===== src/rtl/seq_mult_q88.sv =====
// Multi-cycle signed shift-add multiplier (one adder), strobe/done handshake, Q-format slice.
// Optional build macro SEQ_MULT_Q_ROUND_EN: o_q is rounded half-up instead of truncated.
module seq_mult_q88 #(
  parameter int NA   = 16,
  parameter int LGNA = 4,
  parameter int FRAC = 8
) (
  input  logic            clk,
  input  logic            reset,
  input  logic            i_stb,
  input  logic [NA-1:0]   i_a,
  input  logic [NA-1:0]   i_b,
  input  logic            i_aux,
  output logic            o_busy,
  output logic            o_done,
  output logic [2*NA-1:0] o_p,
  output logic [NA-1:0]   o_q,
  output logic            o_aux
);

  localparam int PW = 2 * NA;

  typedef enum logic {IDLE, BUSY} state_t;

  state_t          state, state_nxt;
  logic            accept, last;
  logic [NA:0]     a_ext, a_mag_in, mag_a;
  logic [NA-1:0]   b_mag_in, mag_b;
  logic            sign, aux;
  logic [LGNA-1:0] count;
  logic [PW-1:0]   acc, addend, acc_sum, prod, q_src;

  // |a| needs NA+1 bits so that -2^(NA-1) has a representable magnitude.
  assign a_ext    = {i_a[NA-1], i_a};
  assign a_mag_in = a_ext[NA] ? -a_ext : a_ext;
  assign b_mag_in = i_b[NA-1] ? -i_b : i_b;

  assign addend  = mag_b[count] ? (PW'(mag_a) << count) : '0;
  assign acc_sum = acc + addend;
  assign prod    = sign ? -acc_sum : acc_sum;

`ifdef SEQ_MULT_Q_ROUND_EN
  assign q_src = prod + (PW'(1) << (FRAC - 1));
`else
  assign q_src = prod;
`endif

  assign o_busy = (state == BUSY);

  // NOTE: every output of a combinational block gets a default first, so no path infers a latch.
  always_comb begin
    state_nxt = state;
    accept    = 1'b0;
    last      = 1'b0;
    case (state)
      IDLE: begin
        if (i_stb) begin
          accept    = 1'b1;
          state_nxt = BUSY;
        end
      end
      BUSY: begin
        if (count == LGNA'(NA - 1)) begin
          last      = 1'b1;
          state_nxt = IDLE;
        end
      end
      default: state_nxt = IDLE;
    endcase
  end

  // NOTE: clocked state uses non-blocking assignments so all registers update from pre-edge values.
  always_ff @(posedge clk or posedge reset) begin
    if (reset) state <= IDLE;
    else       state <= state_nxt;
  end

  always_ff @(posedge clk or posedge reset) begin
    if (reset) begin
      mag_a  <= '0;
      mag_b  <= '0;
      sign   <= 1'b0;
      aux    <= 1'b0;
      acc    <= '0;
      count  <= '0;
      o_done <= 1'b0;
      o_p    <= '0;
      o_q    <= '0;
      o_aux  <= 1'b0;
    end else begin
      o_done <= last;
      if (accept) begin
        mag_a <= a_mag_in;
        mag_b <= b_mag_in;
        sign  <= i_a[NA-1] ^ i_b[NA-1];
        aux   <= i_aux;
        acc   <= '0;
        count <= '0;
      end else if (state == BUSY) begin
        acc   <= acc_sum;
        count <= count + 1'b1;
      end
      // Final step folds its partial product straight into the result registers.
      if (last) begin
        o_p   <= prod;
        o_q   <= NA'(q_src >> FRAC);
        o_aux <= aux;
      end
    end
  end

endmodule


===== config.mk =====
export PLATFORM = sky130hd
export DESIGN_NAME = seq_mult_q88
export DESIGN_NICKNAME = d
export VERILOG_FILES = /design/src/rtl/seq_mult_q88.sv
export SDC_FILE = /design/constraint.sdc
export NUM_CORES = 1
export LEC_CHECK = 0
export BUFFER_PORTS_ARGS = -buffer_cell sky130_fd_sc_hd__buf_2
export CORE_ASPECT_RATIO = 1.4
export CORE_MARGIN = 5
export CORE_UTILIZATION = 35
export CTS_BUF_LIST = sky130_fd_sc_hd__clkbuf_8
export CTS_CLUSTER_DIAMETER = 30
export DETAILED_ROUTE_END_ITERATION = 16
export PLACE_DENSITY_LB_ADDON = 0.1
export SLEW_MARGIN = 20
export SYNTH_ARGS = -nofsm -noshare
export SYNTH_HDL_FRONTEND = slang
export SYNTH_SLANG_ARGS = --single-unit

===== constraint.sdc =====
create_clock -name clk -period 17.5 [get_ports clk]
set_input_delay 0 -clock clk [delete_from_list [all_inputs] [get_ports clk]]
set_output_delay 0 -clock clk [all_outputs]
set_load 0.005 [all_outputs]

==> results of run 1 <==
metal layers:
metal	vias up	routed length, um
met3	22	738
li1	3568	-
met1	3268	9990
met4	0	342
met2	109	10600
met5	-	0
through the flow:
stage | setup slack (ns) | power [mW] | hold WS (ns)
after floorplan | 11.93 | 1.39 | 0.144
after global placement | 11.65 | 1.70 | 0.130
after detailed placement | 11.54 | 1.70 | 0.153
after CTS | 11.51 | 1.87 | 0.00695
after global routing | 11.00 | 2.03 | 0.0617
final | 11.53 | 1.84 | 0.0311
cell type report:
| type | instances | area, um2 | share of cell area [%] |
|---|---|---|---|
| multi-input combinational | 775 | 5140 | 55.3 |
| sequential | 106 | 2660 | 28.5 |
| timing repair buffer | 131 | 866 | 9.31 |
| tap | 306 | 383 | 4.12 |
| clock buffer | 9 | 124 | 1.33 |
| inverter | 21 | 81.3 | 0.874 |
| clock inverter | 7 | 53.8 | 0.578 |
report_power, final:
group / switching [mW] / total [mW] / internal (mW)
Clock: 0.0950 / 0.148 / 0.0525
Combinational: 0.768 / 1.25 / 0.479
Sequential: 0.0892 / 0.445 / 0.356
cells in the mapped netlist, types with 4 or more instances:
| cell | count | share of area (%) |
|---|---|---|
| inv_1 | 21 | 0.96 |
| nor3b_1 | 4 | 0.37 |
| or2_2 | 4 | 0.31 |
| mux2i_1 | 23 | 2.8 |
| xnor2_1 | 20 | 2.1 |
| dfrtp_1 | 106 | 32 |
| nor2b_1 | 7 | 0.53 |
| nand2_1 | 160 | 7.3 |
| mux2_2 | 9 | 1.2 |
| and3_1 | 10 | 0.76 |
| o41ai_1 | 5 | 0.53 |
| or4_1 | 5 | 0.46 |
| o21bai_1 | 5 | 0.46 |
| ha_1 | 35 | 5.3 |
| nand4_1 | 9 | 0.69 |
| buf_1 | 8 | 0.37 |
| nand2b_1 | 36 | 2.8 |
| nor3_1 | 8 | 0.49 |
| a211oi_1 | 10 | 0.92 |
| nor2_1 | 66 | 3.0 |
| nand3_1 | 5 | 0.31 |
| or3_1 | 11 | 0.84 |
| a21o_1 | 9 | 0.83 |
| buf_4 | 16 | 1.5 |
| a21oi_1 | 45 | 2.8 |
| and2_1 | 6 | 0.46 |
| clkbuf_1 | 41 | 1.9 |
| o21ai_1 | 9 | 0.55 |
| o21ai_0 | 115 | 7.0 |
| buf_2 | 4 | 0.24 |
| mux4_2 | 13 | 3.6 |
| xor2_1 | 61 | 6.5 |
| a31oi_1 | 7 | 0.53 |
| o31ai_1 | 19 | 1.7 |
path summary, 6_finish.rpt:
check	cells after the start	endpoint	start
min in group asynchronous	3	acc[0]	reset
setup reg to reg	15	o_p[31]	count[2]
setup / recovery	15	o_p[31]	count[2]
max in group asynchronous	4	o_busy	reset
hold / removal	3	sign	i_a[15]
hold reg to reg	2	o_p[25]	o_p[25]
flip-flops by register name (all words and copies together), names as in the netlist:
register / count
o_p: 32
o_aux: 1
count: 4
mag_a: 17
sign: 1
o_done: 1
aux: 1
acc: 32
o_busy: 1
mag_b: 16
tightest hold or removal path, stage by stage:
cell and delay [ns]:
buf_2 0.19, xnor2_1 0.15, o21ai_0 0.06
kinds of logic (layout without fill, tap and decap cells):
family          Yosys count  after routing  synth area share (%)
fa+ha+maj                36             36                  5.59
buf+inv                  90            168                  4.92
xor+xnor                 81             81                  8.66
mux                      45             45                  7.63
flops                   106            106                  32.4
simple gates            347            347                  20.5
compound gates          266            266                  20.3
repair_timing:
action,CTS,global route
hold buffers,39,0
resized for setup,0,0
endpoints found under the hold margin,82,0
==> flow_metrics.env, run 1 <==
export IMPL_synth_edf_count=0
export IMPL_die_h_um=191
export IMPL_drive_gt1_share_pct=14.8
export IMPL_crit_fanout=31
export IMPL_fin_cells=1355
export IMPL_cp_required_ns=17.77
export IMPL_tightest_slew_ns=0.946
export IMPL_final_cell_mix="nand2_1, o21ai_0, dfrtp_1"
export IMPL_start_util_pct=35.4
export IMPL_syn_num_nets=1043
export IMPL_top_usage_layer="met2"
export IMPL_status="finished, final reports clean"
export IMPL_routed_wl_um=21700
export IMPL_avgSynthCellArea_um2=8.43
export IMPL_timing_slew_headroom_pct=36.9
export IMPL_grt_use_met2_pct=29.2
export IMPL_synth_main_ff_cell="dfrtp_1"
export IMPL_htreeDepth=3
export IMPL_place_area_um2=8730
export IMPL_period_share_pct=34.1
export IMPL_syn_instance_count=971
export IMPL_vias=6967
export IMPL_syn_cell_area_um2=8190
export IMPL_fin_skew_ns=0.0152
export IMPL_final_common_cell="nand2_1"
export IMPL_drt_iter0_markers=333
export IMPL_grt_pass1_wl_um=36500
export IMPL_die_area_um2=26600
export IMPL_clock_latency_ns=0.41
export IMPL_final_cell_area_um2=9300
export IMPL_gr_usage_met1_pct=21.4
export IMPL_cp_top_family="compound AO/OA/AOI/OAI gates"
export IMPL_crit_type="register to register"
export IMPL_grt_pass1_vias=6890
export IMPL_diodes=0
export IMPL_io_pins=87
export IMPL_dp_cells=1300
export IMPL_cts_made_buffers=9
export IMPL_p_leak_nw=4.24
export IMPL_setup_viol=0
export IMPL_post_route_util_pct=40.2
export IMPL_fmax_ghz=0.168
export IMPL_arrival_ns=6.24
export IMPL_post_route_drc_count=0
export IMPL_grt_max_degree=71
export IMPL_track_usage_pct=16.6
export IMPL_slew_viol_final=0
export IMPL_ant_nets=0
export IMPL_crit_top_cell="xor2_1"
export IMPL_critPathLaunchType="register"
export IMPL_num_rows=66
export IMPL_hold_class="primary input to register"
export IMPL_rsz0062_at_grt="no"
export IMPL_wire_per_inst_um=16.0
export IMPL_synth_seq_cells=106
export IMPL_period_minus_slack_ns=5.97
export IMPL_setup_tns_ns=0
export IMPL_port_buffers=86
export IMPL_cts_setup_buffers=0
export IMPL_ys_seq_area_share_pct=32.4
export IMPL_hpwl_um=16400
export IMPL_cts_root_buf="clkbuf_8"
export IMPL_clockBufferDepth=2
export IMPL_r2r_slack_ns=11.53
export IMPL_core_area_um2=23100
export IMPL_grt_overflow=0
export IMPL_cp_slowest_cell="dfrtp_1"
export IMPL_critical_path_cell_chain="inv_1, o21bai_1, and2_1, nor2_1, ha_1, and4_4, and3_1, a221o_1, a31oi_2, o31ai_1, xor2_1, or4_1, o41ai_2, xor2_1, o21ai_1"
export IMPL_nets=1116
export IMPL_p_per_area_nw_per_um2=198
export IMPL_path_clk_slew_ns=0.11
export IMPL_drt_pass1_iterations=6
export IMPL_use_met3_pct=2.30
export IMPL_synthDistinctLibCells=73
export IMPL_area_growth_pct=13.6
export IMPL_fillers=2438
export IMPL_cap_violations=0
export IMPL_clock_sink_count=106
export IMPL_hold_viol=0
export IMPL_cpPeakStageDelay_ns=0.98
export IMPL_crit_buf_inv=1
export IMPL_ys_async_sr_fraction_pct=100
export IMPL_cp_end_kind="register"
export IMPL_die_w_um=139
export IMPL_peakVddDrop_uv=63.7
export IMPL_gp_congestion=0.857
export IMPL_viasPerCell=5.14
export IMPL_cts_tree="built"
export IMPL_antenna_found_initial=0
export IMPL_synth_yosys_warnings=0
Power figures use the tool's default switching activity.
==> run 2, diff against run 1 <==
==> constraint.sdc (replaced) <==
create_clock -name clk -period 6 [get_ports clk]
set_input_delay 0 -clock clk [delete_from_list [all_inputs] [get_ports clk]]
set_output_delay 0 -clock clk [all_outputs]
set_load 0.005 [all_outputs]
==> run 2 against run 1 <==
Compared with the run above: via count fell by 0.53%; combinational power increased to 2.9 times the previous value; maximum frequency increased by 7.4%; register-to-register slack worse by 11 ns; critical path depth up 2; non-clock buffer count rose by 3; cell area rose by 0.27%; setup slack got worse by 11 ns; sequential cell count unchanged; sequential power increased to 2.9 times the previous value.
==> flow_metrics.env, run 2 (synthesis results as in run 1) <==
export IMPL_status="finished, final reports clean"
export IMPL_htreeDepth=3
export IMPL_io_pins=87
export IMPL_final_cell_mix="nand2_1, o21ai_0, dfrtp_1"
export IMPL_clock_sink_count=106
export IMPL_biggestRegsByFlops="acc x32, o_p x32, mag_a x17"
export IMPL_clockBufferDepth=2
export IMPL_wire_per_inst_um=15.7
export IMPL_core_area_um2=23100
export IMPL_hpwl_um=16400
export IMPL_slew_viol_final=0
export IMPL_die_h_um=191
export IMPL_area_growth_pct=13.9
export IMPL_drt_iter0_markers=288
export IMPL_fmax_ghz=0.180
export IMPL_diodes=0
export IMPL_num_rows=66
export IMPL_cpPeakStageDelay_ns=0.59
export IMPL_r2r_slack_ns=0.45
export IMPL_fillers=2453
export IMPL_crit_fanout=28
export IMPL_dpl_worst_slack_ns=0.459
export IMPL_period_share_pct=92.6
export IMPL_die_area_um2=26600
export IMPL_fin_skew_ns=0.0161
export IMPL_track_usage_pct=16.4
export IMPL_clock_latency_ns=0.40
export IMPL_hold_class="primary input to register"
export IMPL_port_buffers=86
export IMPL_final_cell_area_um2=9330
export IMPL_tightest_slew_ns=0.731
export IMPL_setup_tns_ns=0
export IMPL_drt_pass1_iterations=5
export IMPL_cp_required_ns=6.26
export IMPL_cts_made_buffers=9
export IMPL_critical_path_cell_chain="buf_4, mux4_2, and2_1, a31oi_1, nor2_1, ha_1, nand2_1, o31ai_1, buf_4, a221o_1, a31oi_2, o31ai_1, xor2_1, or4_1, o41ai_2, xor2_1, o21ai_1"
export IMPL_cts_tree="built"
export IMPL_reg2reg_from="count[0]"
export IMPL_critPathLaunchType="register"
export IMPL_die_w_um=139
export IMPL_post_route_util_pct=40.3
export IMPL_ant_nets=0
export IMPL_vias=6930
export IMPL_cp_slowest_cell="or4_1"
export IMPL_viasPerCell=5.10
export IMPL_p_leak_nw=4.27
export IMPL_routed_wl_um=21300
export IMPL_grt_pass1_wl_um=35900
export IMPL_grt_pass1_vias=6948
export IMPL_ff2ff_path_depth=17
export IMPL_crit_type="register to register"
export IMPL_rsz0062_at_grt="no"
export IMPL_peakVddDrop_uv=267
export IMPL_start_util_pct=35.4
export IMPL_drive_gt1_share_pct=15.1
export IMPL_crit_path_end="o_p[31]"
export IMPL_grt_overflow=0
export IMPL_antenna_found_initial=0
export IMPL_nets=1119
export IMPL_cap_violations=0
export IMPL_period_minus_slack_ns=5.55
export IMPL_ctsHoldBuffers=37
export IMPL_cts_root_buf="clkbuf_8"
export IMPL_cp_end_kind="register"
export IMPL_arrival_ns=5.82
export IMPL_place_area_um2=8770
export IMPL_setup_viol=0
export IMPL_gp_congestion=0.869
export IMPL_timing_slew_headroom_pct=51.2
export IMPL_p_per_area_nw_per_um2=578
export IMPL_r2r_end="o_p[31]"
export IMPL_crit_start="count[0]"
export IMPL_cts_setup_buffers=0
export IMPL_finalWorstSetupSlack_ns=0.445
export IMPL_hold_viol=0
export IMPL_post_route_drc_count=0
export IMPL_final_common_cell="nand2_1"
export IMPL_post_cts_resized=0
export IMPL_path_clk_slew_ns=0.10
export IMPL_grt_max_degree=69
## run 2: how the worst min path moves through the flow
stage / slack, ns / cells past startpoint / startpoint / end
finish: 0.05 / 3 / i_a[15] / sign
CTS: 0.02 / 3 / i_a[15] / sign
global route: 0.05 / 3 / i_a[15] / sign
detailed placement: 0.19 / 2 / reset / mag_b[0]
floorplan: 0.14 / 2 / i_a[15] / mag_a[15]
global placement: 0.19 / 2 / reset / mag_b[0]
## run 2: final cells by class
class	count	area [um2]	area share [%]
clock inverter	7	61.3	0.657
inverter	21	81.3	0.872
multi-input combinational	775	5140	55.1
clock buffer	9	124	1.33
tap	306	383	4.10
sequential	106	2660	28.5
timing repair buffer	134	883	9.47
## run 2: metal layers
metal | global-route usage, % | vias up | routed length [um] | share of wire [%]
li1 | - | 3580 | - | -
met1 | 20.9 | 3209 | 9790 | 46
met2 | 29.2 | 127 | 10500 | 49
met3 | 2.15 | 14 | 761 | 3.6
met4 | 4.37 | 0 | 272 | 1.3
met5 | 0 | - | 0 | 0
## run 2: power by group
part	leakage (nW)	total [mW]	switching, mW	internal, mW
registers	1.33	1.31	0.274	1.04
clock network	0.100	0.444	0.255	0.189
logic	2.84	3.63	2.21	1.43
total	4.27	5.39	2.74	2.65
## run 2: stage by stage
stage | total power, mW | cells | hold slack [ns]
2_1_floorplan | 4.06 | 971 | 0.144
3_3_place_gp | 4.97 | 1305 | 0.191
3_5_place_dp | 4.96 | 1305 | 0.187
4_1_cts | 5.45 | 1358 | 0.0199
5_1_grt | 5.95 | 1358 | 0.0453
6_report | 5.39 | 1358 | 0.0451
## run 2: worst max-delay path: cells and delay by family (launching register included)
family | cells | cell delay, ns
DFF | 1 | 0.50
AOI/OAI and AO/OA | 7 | 1.92
adders and majority gates | 1 | 0.48
xor gates and xnor gates | 2 | 0.41
buffers and inverters | 2 | 0.59
muxes | 1 | 0.56
and+or+nand+nor | 4 | 0.97
==> run 3, diff against run 2 <==
==> constraint.sdc (replaced) <==
create_clock -name clk -period 5.1 [get_ports clk]
set_input_delay 0 -clock clk [delete_from_list [all_inputs] [get_ports clk]]
set_output_delay 0 -clock clk [all_outputs]
set_load 0.005 [all_outputs]
==> run 3 against run 2 <==
Compared with the run above: die area did not move; maximum frequency rose by 16%; sequential power rose by 18%; via count rose by 2.5%; clock power rose by 34%; register-to-register slack got worse by 0.15 ns; combinational power rose by 30%; largest power group unchanged; clock skew fell by 0.0017 ns.
==> flow_metrics.env, run 3 (synthesis results as in run 1) <==
export IMPL_track_usage_pct=16.9
export IMPL_cpPeakStageDelay_ns=0.54
export IMPL_io_pins=87
export IMPL_area_growth_pct=18.5
export IMPL_die_area_um2=26600
export IMPL_multiInputGateArea_um2=5180
export IMPL_final_cell_area_um2=9710
export IMPL_period_minus_slack_ns=4.80
export IMPL_wire_per_inst_um=15.8
export IMPL_num_rows=66
export IMPL_p_comb_share_pct=68.8
export IMPL_switching_share_pct=48.9
export IMPL_routed_wl_um=22000
export IMPL_timing_hold_ws_ns=0.0314
export IMPL_drive_gt1_share_pct=18.7
export IMPL_setup_viol=0
export IMPL_diodes=0
export IMPL_tightest_slew_ns=0.946
export IMPL_power_switching_mw=3.35
export IMPL_grt_use_met2_pct=29.3
export IMPL_cap_violations=0
export IMPL_cp_slowest_cell="mux4_2"
export IMPL_use_met3_pct=2.15
export IMPL_path_clk_slew_ns=0.11
export IMPL_drt_iter0_markers=299
export IMPL_ff2ff_path_depth=18
export IMPL_port_buffers=86
export IMPL_final_common_cell="nand2_1"
export IMPL_core_area_um2=23100
export IMPL_cts_setup_buffers=0
export IMPL_cts_made_buffers=9
export IMPL_critPathLaunchType="register"
export IMPL_p_per_area_nw_per_um2=707
export IMPL_vias=7105
export IMPL_die_h_um=191
export IMPL_cp_depth=18
export IMPL_final_cell_mix="nand2_1, o21ai_0, dfrtp_1"
export IMPL_fin_skew_ns=0.0144
export IMPL_place_area_um2=9050
export IMPL_fillers=2408
export IMPL_status="finished, final reports clean"
export IMPL_grt_max_degree=72
export IMPL_top_usage_layer="met2"
export IMPL_grt_pass1_wl_um=37000
export IMPL_post_route_drc_count=0
export IMPL_peakVddDrop_uv=259
export IMPL_clock_sink_count=106
export IMPL_hpwl_um=16800
export IMPL_htreeDepth=3
export IMPL_antenna_found_initial=0
export IMPL_p_leak_nw=4.46
export IMPL_drt_pass1_iterations=5
export IMPL_regArea_um2=2660
export IMPL_ant_nets=0
export IMPL_clkPwrFrac_pct=8.7
export IMPL_finalWorstSetupSlack_ns=0.299
export IMPL_dpl_worst_slack_ns=0.212
export IMPL_nets=1155
export IMPL_clockBufferDepth=2
export IMPL_die_w_um=139
export IMPL_slew_viol_final=0
export IMPL_cts_tree="built"
export IMPL_post_route_util_pct=42.0
export IMPL_start_util_pct=35.4
export IMPL_biggestRegsByFlops="acc x32, o_p x32, mag_a x17"
export IMPL_cts_root_buf="clkbuf_8"
export IMPL_cp_top_family="compound AO/OA/AOI/OAI gates"
export IMPL_viasPerCell=5.10
export IMPL_hold_viol=0
export IMPL_crit_fanout=19
export IMPL_crit_buf_inv=2
export IMPL_p_int_mw=3.50
export IMPL_period_share_pct=94.1
export IMPL_fin_total_pwr_mw=6.86
export IMPL_cp_required_ns=5.37
export IMPL_crit_type="register to register"
export IMPL_hold_class="primary input to register"
export IMPL_gp_congestion=0.918
export IMPL_min_path_cells=3
export IMPL_p_seq_share_pct=22.5
export IMPL_critical_path_cell_chain="buf_12, mux4_2, mux2i_1, nor2_1, a31oi_1, nor2_1, ha_1, and4_4, and3_1, a221o_1, a31oi_2, o21bai_1, xor2_1, buf_4, or4_1, o21ai_0, xor2_1, o21ai_1"
export IMPL_grt_pass1_vias=7180
export IMPL_fmax_ghz=0.208
export IMPL_gr_usage_met1_pct=21.7
export IMPL_cp_end_kind="register"
export IMPL_arrival_ns=5.07
export IMPL_clock_latency_ns=0.41
export IMPL_timing_slew_headroom_pct=36.9
export IMPL_grt_overflow=0
[run 3: cell types whose count changed in the layout (fill, tap and decap cells not counted), moves of 2 or more]
cell	delta
buf_4	+31
clkinv_2	-4
dlygate4sd3_1	+3
buf_12	+2
clkinvlp_4	+2
dfrtp_1	-2
dfrtp_2	+2
mux2i_1	-2
mux2i_2	+2
[run 3: metrics by stage]
stage | TNS, ns | std cells
2_1_floorplan | 0 | 971
3_3_place_gp | 0 | 1338
3_5_place_dp | 0 | 1338
4_1_cts | 0 | 1394
5_1_grt | -0.000888 | 1394
6_report | 0 | 1394
[run 3: layout make-up]
cell class                      instances  share of cell area, %
Inverter                               21                  0.838
Tap cell                              306                   3.94
Clock inverter                          7                  0.980
Sequential cell                       106                   27.4
Timing Repair Buffer                  170                   12.2
Multi-Input combinational cell        775                   53.4
Clock buffer                            9                   1.28
[run 3: what timing repair did]
action / CTS / global route
setup endpoints to repair: 0 / 7
endpoints found under the hold margin: 103 / 0
gates resized for setup: 0 / 10
hold buffers: 40 / 0
[run 3: worst paths after layout]
path                               start        to  slack, ns
worst min-delay path             i_a[15]      sign       0.03
max in group asynchronous          reset    o_busy       3.70
min in group asynchronous          reset  count[1]       0.35
worst max register to register  count[0]   o_p[28]       0.30
worst min register to register   o_p[24]   o_p[24]       0.48
worst max-delay path            count[0]   o_p[28]       0.30
[run 3: metal layers]
metal,wire length [um],up-vias
met3,705,26
met5,0,-
met2,10700,131
met1,10100,3288
met4,492,0
li1,-,3660
[run 3: worst reg2reg max path, cell delays in order (launching register included)]
cell	delay [ns]
dfrtp_2	0.42
buf_12	0.17
mux4_2	0.55
mux2i_1	0.32
nor2_1	0.07
a31oi_1	0.16
nor2_1	0.09
ha_1	0.34
and4_4	0.22
and3_1	0.18
a221o_1	0.40
a31oi_2	0.27
o21bai_1	0.14
xor2_1	0.17
buf_4	0.17
or4_1	0.50
o21ai_0	0.25
xor2_1	0.18
o21ai_1	0.07
[run 3: power by group through the flow]
stage / Combinational, mW / Sequential [mW] / Clock (mW)
detailed placement: 4.67 / 1.58 / 0
global placement: 4.68 / 1.57 / 0
CTS: 4.71 / 1.56 / 0.622
floorplan: 3.35 / 1.44 / 0
global route: 5.30 / 1.62 / 0.643
finish: 4.72 / 1.54 / 0.597
